<file path="src/rtl/tpu_seq_pkg.sv">
// Shared types, widths and latency helper for the systolic array sequencer.
package tpu_seq_pkg;

  localparam int unsigned DEFAULT_ADDR_W = 8;
  localparam int unsigned DEFAULT_CNT_W  = 8;

  typedef enum logic [2:0] {
    StIdle,
    StClear,
    StLoadW,
    StWSettle,
    StStream,
    StDrain
  } state_e;

  // Skew plus accumulation latency of an n x n array, from activation valid to result row.
  function automatic int unsigned arr_lat(input int unsigned n);
    return 2 * n - 1;
  endfunction

endpackage

</file>
<file path="src/rtl/tpu_valid_delay.sv">
// Shift-register delay line with synchronous clear; dout is din delayed by DEPTH cycles.
module tpu_valid_delay #(
  parameter int unsigned DEPTH = 1,
  parameter int unsigned WIDTH = 1
) (
  input  logic             clk,
  input  logic             reset,
  input  logic             clear,
  input  logic [WIDTH-1:0] din,
  output logic [WIDTH-1:0] dout
);

  logic [WIDTH-1:0] stage_q [DEPTH];

  // Shift one stage per cycle; reset and clear flush every stage.
  always_ff @(posedge clk) begin
    if (reset || clear) begin
      for (int unsigned i = 0; i < DEPTH; i++) begin
        stage_q[i] <= '0;
      end
    end else begin
      stage_q[0] <= din;
      for (int unsigned i = 1; i < DEPTH; i++) begin
        stage_q[i] <= stage_q[i-1];
      end
    end
  end

  assign dout = stage_q[DEPTH-1];

endmodule

</file>
<file path="src/rtl/systolic_sequencer.sv">
// Job sequencer for an N x N weight-stationary systolic array: clear, load weights,
// stream activations, write results, then pulse done.
module systolic_sequencer
  import tpu_seq_pkg::*;
#(
  parameter int unsigned N       = 4,
  parameter int unsigned ADDR_W  = DEFAULT_ADDR_W,
  parameter int unsigned CNT_W   = DEFAULT_CNT_W,
  parameter int unsigned MEM_LAT = 1
) (
  input  logic                 clk,
  input  logic                 reset,
  input  logic                 start,
  input  logic                 abort,
  input  logic [CNT_W-1:0]     num_rows,
  input  logic [ADDR_W-1:0]    w_base,
  input  logic [ADDR_W-1:0]    a_base,
  input  logic [ADDR_W-1:0]    o_base,
  output logic                 busy,
  output logic                 done,
  output logic                 w_rd_en,
  output logic [ADDR_W-1:0]    w_rd_addr,
  output logic                 a_rd_en,
  output logic [ADDR_W-1:0]    a_rd_addr,
  output logic                 arr_clear,
  output logic                 arr_load_w,
  output logic [$clog2(N)-1:0] arr_w_row,
  output logic                 arr_act_valid,
  output logic                 o_wr_en,
  output logic [ADDR_W-1:0]    o_wr_addr
);

  localparam int unsigned ROW_W   = $clog2(N);
  localparam int unsigned ARR_LAT = arr_lat(N);
  localparam int unsigned CW      = CNT_W + 1;

  state_e state_q, state_d;
  logic [CW-1:0]     cnt_q, cnt_d;
  logic [CW-1:0]     wr_cnt_q, wr_cnt_d;
  logic [CNT_W-1:0]  m_q, m_d;
  logic [ADDR_W-1:0] w_base_q, w_base_d, a_base_q, a_base_d, o_base_q, o_base_d;
  logic [CW-1:0]     m_ext;

  logic              busy_d, done_d, arr_clear_d;
  logic              w_rd_en_d, a_rd_en_d, o_wr_en_d;
  logic [ADDR_W-1:0] w_rd_addr_d, a_rd_addr_d, o_wr_addr_d;
  logic [ROW_W-1:0]  w_rd_row_q, w_rd_row_d;
  logic              wr_pre;

  assign m_ext = {1'b0, m_q};

  // Next state, counters and the registered-output values derived from the next state.
  always_comb begin
    state_d  = state_q;
    cnt_d    = cnt_q;
    m_d      = m_q;
    w_base_d = w_base_q;
    a_base_d = a_base_q;
    o_base_d = o_base_q;
    done_d   = 1'b0;
    wr_cnt_d = wr_pre ? wr_cnt_q + CW'(1) : wr_cnt_q;

    unique case (state_q)
      StIdle: begin
        if (start && !abort) begin
          state_d  = StClear;
          cnt_d    = '0;
          wr_cnt_d = '0;
          m_d      = num_rows;
          w_base_d = w_base;
          a_base_d = a_base;
          o_base_d = o_base;
        end
      end
      StClear: begin
        cnt_d = '0;
        if (m_q == '0) begin
          state_d = StIdle;
          done_d  = 1'b1;
        end else begin
          state_d = StLoadW;
        end
      end
      StLoadW: begin
        if (cnt_q == CW'(N - 1)) begin
          state_d = StWSettle;
          cnt_d   = '0;
        end else begin
          cnt_d = cnt_q + CW'(1);
        end
      end
      StWSettle: begin
        if (cnt_q == CW'(MEM_LAT - 1)) begin
          state_d = StStream;
          cnt_d   = '0;
        end else begin
          cnt_d = cnt_q + CW'(1);
        end
      end
      StStream: begin
        if (cnt_q + CW'(1) == m_ext) begin
          state_d = StDrain;
          cnt_d   = '0;
        end else begin
          cnt_d = cnt_q + CW'(1);
        end
      end
      StDrain: begin
        // o_wr_en high with wr_cnt_q == M means the M-th write is on the bus now.
        if (o_wr_en && wr_cnt_q == m_ext) begin
          state_d = StIdle;
          done_d  = 1'b1;
        end
      end
      default: state_d = StIdle;
    endcase

    if (abort) begin
      state_d  = StIdle;
      cnt_d    = '0;
      wr_cnt_d = '0;
      done_d   = 1'b0;
    end

    busy_d      = (state_d != StIdle);
    arr_clear_d = (state_d == StClear);
    w_rd_en_d   = (state_d == StLoadW);
    w_rd_addr_d = w_rd_en_d ? w_base_d + ADDR_W'(cnt_d) : '0;
    w_rd_row_d  = w_rd_en_d ? ROW_W'(cnt_d) : '0;
    a_rd_en_d   = (state_d == StStream);
    a_rd_addr_d = a_rd_en_d ? a_base_d + ADDR_W'(cnt_d) : '0;
    o_wr_en_d   = wr_pre && !abort;
    o_wr_addr_d = o_wr_en_d ? o_base_q + ADDR_W'(wr_cnt_q) : '0;
  end

  // State, latched command and registered outputs.
  always_ff @(posedge clk) begin
    if (reset) begin
      state_q    <= StIdle;
      cnt_q      <= '0;
      wr_cnt_q   <= '0;
      m_q        <= '0;
      w_base_q   <= '0;
      a_base_q   <= '0;
      o_base_q   <= '0;
      busy       <= 1'b0;
      done       <= 1'b0;
      arr_clear  <= 1'b0;
      w_rd_en    <= 1'b0;
      w_rd_addr  <= '0;
      w_rd_row_q <= '0;
      a_rd_en    <= 1'b0;
      a_rd_addr  <= '0;
      o_wr_en    <= 1'b0;
      o_wr_addr  <= '0;
    end else begin
      state_q    <= state_d;
      cnt_q      <= cnt_d;
      wr_cnt_q   <= wr_cnt_d;
      m_q        <= m_d;
      w_base_q   <= w_base_d;
      a_base_q   <= a_base_d;
      o_base_q   <= o_base_d;
      busy       <= busy_d;
      done       <= done_d;
      arr_clear  <= arr_clear_d;
      w_rd_en    <= w_rd_en_d;
      w_rd_addr  <= w_rd_addr_d;
      w_rd_row_q <= w_rd_row_d;
      a_rd_en    <= a_rd_en_d;
      a_rd_addr  <= a_rd_addr_d;
      o_wr_en    <= o_wr_en_d;
      o_wr_addr  <= o_wr_addr_d;
    end
  end

  // Weight latch and activation valid both trail their read strobes by the memory latency.
  tpu_valid_delay #(
    .DEPTH(MEM_LAT),
    .WIDTH(ROW_W + 2)
  ) u_rd_dly (
    .clk  (clk),
    .reset(reset),
    .clear(abort),
    .din  ({a_rd_en, w_rd_en, w_rd_row_q}),
    .dout ({arr_act_valid, arr_load_w, arr_w_row})
  );

  // Fed from the next-state read strobe so wr_pre leads o_wr_en by one cycle,
  // giving time to register the write address from the write counter.
  tpu_valid_delay #(
    .DEPTH(MEM_LAT + ARR_LAT),
    .WIDTH(1)
  ) u_wr_dly (
    .clk  (clk),
    .reset(reset),
    .clear(abort),
    .din  (a_rd_en_d),
    .dout (wr_pre)
  );

endmodule

</file>
<file path="config.mk">
export PLATFORM = sky130hd
export DESIGN_NAME = systolic_sequencer
export DESIGN_NICKNAME = d
export VERILOG_FILES = /design/src/rtl/tpu_seq_pkg.sv /design/src/rtl/tpu_valid_delay.sv /design/src/rtl/systolic_sequencer.sv
export SDC_FILE = /design/constraint.sdc
export NUM_CORES = 1
export LEC_CHECK = 0
export CAP_MARGIN = 10
export CORE_MARGIN = 2
export CORE_UTILIZATION = 58
export DETAILED_ROUTE_END_ITERATION = 10
export PLACE_DENSITY = 0.84
export SKIP_CTS_REPAIR_TIMING = 1
export SLEW_MARGIN = 5
export SYNTH_ARGS = -nofsm -noshare
export SYNTH_HDL_FRONTEND = slang
export SYNTH_HIERARCHICAL = 1
export SYNTH_SLANG_ARGS = --single-unit
</file>
<file path="constraint.sdc">
create_clock -name clk -period 8.5 [get_ports clk]
set_input_delay 0.85 -clock clk [delete_from_list [all_inputs] [get_ports clk]]
set_output_delay 0.85 -clock clk [all_outputs]
set_load 0.03 [all_outputs]
</file>
==> Word level (Yosys, flattened, before mapping) <==
Memory sizes are Yosys's and may differ from the RTL's.
Index checks and enable logic that the tools add are counted.
{ "totals": {"reg_bits": 85, "latch_bits": 0, "mem_bits_rw": 12, "mem_bits_ro": 0, "inputBits": 36, "elab_cells": 102, "n_memories": 2} }
{ "memory_table": {"columns": ["memory", "depth", "width", "read_ports", "rd_ports_with_merged_regs", "write_ports", "line_no", "source"], "rows": [
  ["u_wr_dly.stage_q", 8, 1, 8, 0, 8, "tpu_valid_delay.sv:13", "logic [WIDTH-1:0] stage_q [DEPTH];"],
  ["u_rd_dly.stage_q", 1, 4, 1, 0, 1, "tpu_valid_delay.sv:13", null]
]} }
{ "classes": {"addsub": 5, "mul": 0, "n_div": 0, "order_cmp": 0, "eq_ne": 12, "shift": 0, "muxes": 37, "bitwise": 11, "n_reduce_logical": 17} }
{ "op_table": {"columns": ["op", "n"], "rows": [
  ["$mux W9", 7],
  ["$pmux W9 S5", 1],
  ["$mux W8", 5],
  ["$add A8 B8 Y8", 3],
  ["$add A9 B1 Y9 const B", 2],
  ["$eq A9 B8 Y1", 2],
  ["$mux W3", 6],
  ["$pmux W3 S6", 1],
  ["$mux W1", 14],
  ["$eq A3 B2 Y1 const B", 3],
  ["$eq A3 B3 Y1 const B", 3],
  ["$eq A9 B2 Y1 const B", 1],
  ["$logic_not A9 Y1", 1],
  ["$logic_not A8 Y1", 1],
  ["$or A1 B1 Y1", 8],
  ["$reduce_or A2 Y1", 4],
  ["$eq A3 B1 Y1 const B", 2],
  ["$reduce_bool A5 Y1", 1],
  ["$mux W4", 1],
  ["$reduce_and A2 Y1", 2],
  ["$reduce_or A4 Y1", 1],
  ["$logic_and A1 B1 Y1", 3],
  ["$logic_not A3 Y1", 1],
  ["$not A1 Y1", 3],
  ["6 further kinds", 6]
]} }

==> Logic depth before layout (Yosys ltp) <==
Gate-level depths: netlist (run 1).
{ "depth": {"word_depth": 8, "depth_mapped": 17} }

==> Modules after synthesis <==
Netlist (run 1), hierarchy kept.
{ "by_module_without_submodules": {"columns": ["module", "instances", "cells_per_inst", "area_per_inst_um2", "seq_area_each_um2"], "rows": [
  ["systolic_sequencer", 1, 549, 4495.6, 1701.6],
  ["tpu_valid_delay at u_wr_dly", 1, 18, 282.8, 160.2],
  ["tpu_valid_delay at u_rd_dly", 1, 8, 110.1, 80.1]
]} }

==> Least setup slack after synthesis (run 1) <==
No wires, ideal clock.
{ "synth_path": {"kind": "register to register", "start": "reg cnt_q[0]", "end": "reg w_rd_addr[7]", "t_arrival_ns": 4.001, "t_required_ns": 8.428, "setup_slack_ns": 4.427, "stages_incl_launch_ff": 17, "path_buffers": 0, "period_less_slack_ns": 4.073, "cell_sequence": "dfxtp_1 -> ha_1 -> nand3_2 -> or4_1 -> o221ai_1 -> and4bb_4 -> a21oi_1 -> a22oi_1 -> nor2_1 -> ha_1 -> a21o_1 -> a21oi_1 -> o21bai_1 -> a2111oi_0 -> nor3_1 -> or3_1 -> mux2i_1"} }
{ "synth_rtl": {"columns": ["item", "line_no", "source"], "rows": [
  ["from (decl)", "systolic_sequencer.sv:38", "logic [CW-1:0] cnt_q, cnt_d;"],
  ["from (signal assigned)", "systolic_sequencer.sv:158", "cnt_q <= cnt_d;"],
  ["$add A9 B1 Y9", null, null],
  ["$eq A9 B8 Y1", "systolic_sequencer.sv:101", "if (cnt_q + CW'(1) == m_ext) begin"],
  ["$mux W9", "systolic_sequencer.sv:101", null],
  ["$pmux W9 S5 *", "systolic_sequencer.sv:63", "unique case (state_q)"],
  ["$mux W8 *", "systolic_sequencer.sv:118", "if (abort) begin"],
  ["net cnt_d[1]", "systolic_sequencer.sv:38", null],
  ["$add A8 B8 Y8 *", "systolic_sequencer.sv:128", "w_rd_addr_d = w_rd_en_d ? w_base_d + ADDR_W'(cnt_d) : '0;"],
  ["to (signal assigned)", "systolic_sequencer.sv:168", "w_rd_addr <= w_rd_addr_d;"],
  ["to (decl)", "systolic_sequencer.sv:22", "output logic [ADDR_W-1:0] w_rd_addr,"]
]} }
Mark *: on every way through the listed nets, which the timed path passes. The rest lies on a longest branch. The select of a mux whose other input is x is not followed.
A chain may end at the register's enable or synchronous reset.

==> Worst setup path after layout (run 1) <==
{ "layout_path": {"start": "in abort", "end": "reg w_rd_addr[7]"} }
{ "layout_rtl": {"columns": ["item", "line_no", "source"], "rows": [
  ["from (decl)", "systolic_sequencer.sv:14", "input logic abort,"],
  ["$logic_not A1 Y1", "systolic_sequencer.sv:65", "if (start && !abort) begin"],
  ["$logic_and A1 B1 Y1", "systolic_sequencer.sv:65", null],
  ["$mux W8", "systolic_sequencer.sv:65", null],
  ["$mux W8", "systolic_sequencer.sv:63", null],
  ["net w_base_d[1]", "systolic_sequencer.sv:41", "logic [ADDR_W-1:0] w_base_q, w_base_d, a_base_q, a_base_d, o_base_q, o_base_d;"],
  ["$add A8 B8 Y8", "systolic_sequencer.sv:128", null]
]} }
The timed path passes the listed nets, and every way through them passes these cells. The select of a mux whose other input is x is not followed.

==> results of run 1 <==
==> power groups by stage <==
| stage | logic [mW] | registers, mW | clock network, mW |
|---|---|---|---|
| floorplan | 0.0496 | 0.477 | 0 |
| global placement | 0.0775 | 0.478 | 0 |
| detailed placement | 0.0797 | 0.478 | 0 |
| CTS | 0.0804 | 0.468 | 0.330 |
| global route | 0.0890 | 0.469 | 0.350 |
| finish | 0.0809 | 0.468 | 0.326 |
==> per-stage QoR <==
stage | utilization [%] | worst slack, ns | area (um^2) | std cells | hold WS (ns)
detailed placement | 68.4 | 3.21 | 5590 | 725 | 0.450
CTS | 71.0 | 3.58 | 5800 | 741 | 0.464
global route | 71.0 | 3.15 | 5800 | 741 | 0.470
floorplan | - | 4.43 | 4890 | 575 | 0.438
finish | 71.0 | 3.52 | 5800 | 741 | 0.460
global placement | 68.4 | 3.41 | 5590 | 725 | 0.447
==> cell type report <==
cell class / instances / area [um^2] / share of cell area [%]
well taps: 105 / 131 / 2.26
inverters: 17 / 63.8 / 1.10
clock inverters: 5 / 80.1 / 1.38
clock buffers: 11 / 131 / 2.26
multi-input cells: 435 / 2750 / 47.4
flip-flops and latches: 97 / 1940 / 33.5
repair buffers: 71 / 701 / 12.1
==> kinds of logic (layout without fill, tap and decap cells) <==
logic type	Yosys count	in the layout	synth area share (%)
buf+inv	43	104	4.07
mux	6	6	1.25
simple gates	244	244	25.2
fa+ha+maj	27	27	7.37
flops	97	97	39.7
xor+xnor	36	36	6.45
compound gates	122	122	15.9
==> routing by layer <==
metal / vias up / GRT usage [%] / part of all wire [%]
li1: 2089 / - / -
met3: 34 / 5.25 / 7.0
met5: - / 0 / 0
met4: 0 / 13.1 / 3.4
met2: 191 / 45.2 / 47
met1: 2057 / 38.2 / 42
==> path summary, 6_finish.rpt <==
check / from / to / cells after the start
worst min-delay path: w_rd_row_q[1] / u_rd_dly/stage_q[0][1] / 1
worst max-delay path: abort / w_rd_addr[7] / 14
worst min register to register: w_rd_row_q[1] / u_rd_dly/stage_q[0][1] / 1
worst max register to register: cnt_q[0] / w_rd_addr[7] / 16
==> cell usage in the layout (no fill, tap or decap), types with 7 or more instances in the layout <==
| cell type | count |
|---|---|
| dfxtp_1 | 97 |
| nor3_1 | 7 |
| o21ai_0 | 18 |
| a21o_1 | 12 |
| clkbuf_8 | 9 |
| a21oi_1 | 53 |
| nand2b_1 | 7 |
| nor3b_2 | 8 |
| inv_1 | 17 |
| and2_1 | 7 |
| xnor2_1 | 13 |
| xor2_1 | 23 |
| nand4_1 | 9 |
| clkdlybuf4s50_1 | 68 |
| nand2_1 | 107 |
| nor2_1 | 45 |
| ha_1 | 24 |
| and3_1 | 9 |
| nor3b_1 | 7 |
==> worst max-delay path, delay by kind of cell <==
kind | cells | cell delay [ns]
AOI/OAI and AO/OA | 4 | 1.10
adders and majority gates | 1 | 0.24
buffers and inverters | 2 | 1.28
muxes | 1 | 0.12
and+or+nand+nor | 6 | 1.67
==> summary.md, run 1 <==
| Metric | Value |
|---|---|
| Status | `complete, no violations` |
| Post-synthesis register bit count | `97` |
| Number of global-route vias before repair | `4214` |
| Die W | `95.8 um` |
| Post-synth top cells | `nand2_1, dfxtp_1, a21oi_1` |
| RSZ-0062 raised after global routing | `no` |
| Initial DRC Count | `232` |
| Nets | `694` |
| DP HPWL | `9120 um` |
| Clk slew on worst S/H paths | `0.09 ns` |
| Final Slew Violations | `0` |
| Synthesized area | `4890 um^2` |
| Crit end category | `flip-flop` |
| Sw power | `211 uW` |
| Final Setup Violations | `0` |
| Synth warnings | `6` |
| Antenna viol nets, final | `0` |
| Clk root buf | `clkbuf_8` |
| Area growth syn-to-layout | `18.7%` |
| Reg power frac | `53.5%` |
| Post-synth EDFFs | `0` |
| Initial antenna violation count | `0` |
| Initial Util | `59.8%` |
| CP max FO | `25` |
| Static leakage | `2.47 nW` |
| Internal power | `663 uW` |
| Worst setup SP type | `primary input` |
| Critical path's slowest cell | `clkdlybuf4s50_1` |
| Max H-tree Level | `3` |
| Remaining DRCs | `0` |
| Initial DRT Pass Iterations | `5` |
| Sequential area share after synthesis | `39.7%` |
| Setup TNS | `0 ns` |
| Die area | `9180 um^2` |
| Top flop regs | `cnt_q: 9 flops, wr_cnt_q: 9 flops` |
| CTS sink count | `97` |
| Switching share of power | `24.1%` |
| Reg-to-reg setup timing slack | `3.60 ns` |
| Synth cell types | `60` |
| Largest net degree at the start of global routing | `49` |
| Latest clock arrival within the worst-skew pair | `0.37 ns` |
| Most common flop cell mapped by yosys | `dfxtp_1` |
| Ports | `70` |
| Antenna Cells | `0` |
| Worst-margin pin slew | `0.959 ns` |
| Worst Path Arrival | `5.28 ns` |
| Comb power frac | `9.3%` |
| Synth Net Count | `638` |
| Fill cell count | `662` |
| Relative slew slack | `36.1%` |
| Max stage delay on crit path | `0.89 ns` |
| CTS tree | `done` |
| Skew final | `0.0114 ns` |
| Count leader, synth | `nand2_1` |
| Gr ovfl total | `0` |
| Largest area contributor in the synthesized netlist | `dfxtp_1` |
| P per Cell Area | `151 nW/um^2` |
| Top cell type's share of synthesized area | `39.7%` |
| Clk pwr share | `37.2%` |
| CP most frequent cell | `nand2_1` |
| Critical path class | `in -> reg` |
| Synth async-reset ratio | `0%` |
| Share of layout cells above drive strength 1 | `5.66%` |
| Routed WL | `12200 um` |
| First-pass GRT wire length | `20200 um` |
| Fmax | `0.201 GHz` |
| Row count | `33` |
| Gr usage total | `28.7%` |
| CTS Buffer Depth | `2` |
| Placer congestion estimate | `0.990` |
| Core area | `8180 um^2` |
| Peak supply drop | `0.000138 V` |
| Crit path time final | `4.98 ns` |
| Worst hold path type | `reg -> reg` |
| Hold Vio Cnt, Final | `0` |
| Port Buf Inserts | `69` |
| Cells after synthesis | `575` |
| CTS buffer count | `9` |
| Synthesized area per cell | `8.50 um^2` |
| Routed WL per cell | `16.5 um` |
| Max Cap Violations | `0` |
| DR vias/cell | `5.90` |
| Synth area leaders | `dfxtp_1, nand2_1, ha_1` |
| Worst-path cell chain | `clkdlybuf4s50_1 -> nand2b_1 -> nor3_2 -> buf_4 -> nand2_1 -> nand2_1 -> ha_1 -> a21o_1 -> a21oi_1 -> o21bai_1 -> a2111oi_0 -> nor3_1 -> or3_1 -> mux2i_1` |
| Total chip power | `874 uW` |
| Vias | `4371` |
| Required @ worst endpoint | `8.80 ns` |
| Period utilization | `58.6%` |
| Die H | `95.8 um` |
Power figures use the tool's default switching activity.
==> inputs of run 2 (changes only) <==
CORE_UTILIZATION = 55   (was 58)
PLACE_DENSITY = 0.8   (was 0.84)
clock period = 4.8 ns   (was 8.5 ns; I/O delays follow)
==> summary.md, run 2 (synthesis gave the netlist of run 1 again) <==
| Metric | Value |
|---|---|
| Status | `complete, no violations` |
| Worst hold path type | `reg -> reg` |
| Remaining DRCs | `0 (unchanged)` |
| Skew final | `0.0156 ns (+0.00421 ns)` |
| Static leakage | `2.47 nW (+0.13%)` |
| Row count | `34 (+3.0%)` |
| Placer congestion estimate | `0.906 (-8.5%)` |
| Crit end category | `flip-flop` |
| Ports | `70 (unchanged)` |
| CP max FO | `11 (-56%)` |
| DR vias/cell | `5.70 (-3.3%)` |
| Initial Util | `56.3% (-3.5 points)` |
| Die area | `9660 um^2 (+5.2%)` |
| Critical path's slowest cell | `dfxtp_1` |
| Reg power frac | `56.4% (+2.9 points)` |
| Sw power | `381 uW (+81%)` |
| Setup TNS | `0 ns (unchanged)` |
| Clk slew on worst S/H paths | `0.10 ns (about the same)` |
| RSZ-0062 raised after global routing | `no` |
| CTS sink count | `97 (unchanged)` |
| CTS buffer count | `9 (unchanged)` |
| Switching share of power | `25.9% (+1.8 points)` |
| Final Setup Violations | `0 (unchanged)` |
| Clk pwr share | `33.7% (-3.5 points)` |
| Required @ worst endpoint | `5.05 ns (-3.75 ns)` |
| Final Non-Filler Cells | `746 (+0.67%)` |
| Placed cell count | `730 (+0.69%)` |
| Hold Vio Cnt, Final | `0 (unchanged)` |
| Core area | `8680 um^2 (+6.2%)` |
| Peak supply drop | `0.000187 V (+35%)` |
| CP most frequent cell | `a21oi_1` |
| Dpl ws | `0.187 ns (-3.02 ns)` |
| Critical path buffers and inverters | `0 (-2)` |
| Top flop regs | `cnt_q: 9 flops, wr_cnt_q: 9 flops` |
| Relative slew slack | `33.9% (-2.1 points)` |
| Gr usage total | `25.5% (-3.2 points)` |
| Worst setup SP type | `flip-flop` |
| DP HPWL | `8970 um (-1.7%)` |
| P per Cell Area | `254 nW/um^2 (+68%)` |
| Max Cap Violations | `0 (unchanged)` |
| Initial DRC Count | `210 (-9.5%)` |
| Initial DRT Pass Iterations | `5 (unchanged)` |
| Nets | `696 (+0.29%)` |
| Worst Path Arrival | `4.58 ns (-0.70 ns)` |
| CTS Buffer Depth | `2 (unchanged)` |
| Area growth syn-to-layout | `18.6% (about the same)` |
| Worst-path cell chain | `and3_1 -> nand2_1 -> a2111oi_2 -> and4bb_4 -> a21oi_1 -> a22oi_1 -> nor2_2 -> ha_1 -> a21o_1 -> a21oi_1 -> o21bai_1 -> a2111oi_0 -> nor3_1 -> o211ai_1 -> mux2i_1` |
| Vias | `4255 (-2.7%)` |
| Fill cell count | `741 (+12%)` |
| Fmax | `0.231 GHz` |
| Antenna Cells | `0 (unchanged)` |
| Number of global-route vias before repair | `4069 (-3.4%)` |
| Routed WL | `12100 um (-0.93%)` |
| Max H-tree Level | `3 (unchanged)` |
| CP delay by family, top | `compound AO/OA/AOI/OAI gates` |
| Max stage delay on crit path | `0.57 ns (-0.32 ns)` |
| Worst-margin pin slew | `0.991 ns (+0.0321 ns)` |
| Routed WL per cell | `16.2 um (-1.6%)` |
| Largest net degree at the start of global routing | `49 (unchanged)` |
| First-pass GRT wire length | `19900 um (-1.5%)` |
| Clk root buf | `clkbuf_8` |
| Crit path time final | `4.33 ns` |
| Latest clock arrival within the worst-skew pair | `0.36 ns (about the same)` |
| Most common cell after layout, fill and taps aside | `nand2_1` |
| Commonest cells after routing, fill and taps aside | `nand2_1, dfxtp_1, clkdlybuf4s50_1, a21oi_1, nor2_1` |
| Initial antenna violation count | `0 (unchanged)` |
| Final WS setup | `0.465 ns (-3.05 ns)` |
| Die H | `98.3 um (+2.6%)` |
| Internal power | `1.09 mW (+64%)` |
| CTS tree | `done` |
| Period utilization | `90.3%` |
| Comb power frac | `10.0% (+0.7 points)` |
| Antenna viol nets, final | `0 (unchanged)` |
| Gr ovfl total | `0 (unchanged)` |
| Port Buf Inserts | `69 (unchanged)` |
| Share of layout cells above drive strength 1 | `6.58% (+0.92 points)` |
| Critical path class | `reg -> reg` |
| Die W | `98.3 um (+2.6%)` |
| Final Slew Violations | `0 (unchanged)` |
run 2: cell count changes in the layout (fill, tap and decap cells not counted), moves of 2 or more:
| cell | change |
|---|---|
| inv_6 | +3 |
| buf_4 | +2 |
| bufinv_16 | -2 |
| clkinvlp_4 | -2 |
run 2: routing by layer:
layer  up-vias  track usage (%)  share of wire [%]
li1       2096                -                  -
met1      2023             33.9                 44
met2       118             42.1                 49
met3        18             5.37                5.5
met4         0             7.48                1.9
met5         -                0                  0
run 2: worst paths after layout:
check / from / end / slack (ns) / cells past startpoint
setup / recovery: cnt_q[2] / a_rd_addr[7] / 0.47 / 15
hold / removal: w_rd_row_q[0] / u_rd_dly/stage_q[0][0] / 0.47 / 1
setup reg to reg: cnt_q[2] / a_rd_addr[7] / 0.47 / 15
hold reg to reg: w_rd_row_q[0] / u_rd_dly/stage_q[0][0] / 0.47 / 1
run 2: layout make-up:
cell class | instances | area (um^2) | area share, %
clock buffer | 11 | 141 | 2.44
inverter | 17 | 63.8 | 1.10
multi-input combinational | 435 | 2760 | 47.7
timing repair buffer | 73 | 716 | 12.3
tap | 108 | 135 | 2.33
clock inverter | 5 | 36.3 | 0.626
sequential | 97 | 1940 | 33.5
run 2: worst register-to-register path, cell delays in order, from the launching register on:
cell	delay, ns
dfxtp_1	0.57
and3_1	0.45
nand2_1	0.17
a2111oi_2	0.35
and4bb_4	0.35
a21oi_1	0.11
a22oi_1	0.32
nor2_2	0.14
ha_1	0.29
a21o_1	0.15
a21oi_1	0.22
o21bai_1	0.14
a2111oi_0	0.57
nor3_1	0.13
o211ai_1	0.19
mux2i_1	0.09
run 2: power groups by stage:
| stage | combinational [mW] | sequential [mW] | clock, mW |
|---|---|---|---|
| 5_1_grt | 0.162 | 0.831 | 0.539 |
| 4_1_cts | 0.146 | 0.829 | 0.508 |
| 3_5_place_dp | 0.145 | 0.847 | 0 |
| 6_report | 0.147 | 0.829 | 0.495 |
| 2_1_floorplan | 0.0879 | 0.845 | 0 |
| 3_3_place_gp | 0.142 | 0.847 | 0 |
run 2: through the flow:
| stage | power (mW) | cell area (um^2) | hold WS, ns | utilization (%) |
|---|---|---|---|---|
| 6_report | 1.47 | 5800 | 0.467 | 66.8 |
| 5_1_grt | 1.53 | 5800 | 0.482 | 66.8 |
| 4_1_cts | 1.48 | 5790 | 0.467 | 66.7 |
| 3_5_place_dp | 0.992 | 5610 | 0.452 | 64.6 |
| 3_3_place_gp | 0.989 | 5610 | 0.446 | 64.6 |
| 2_1_floorplan | 0.933 | 4890 | 0.438 | - |
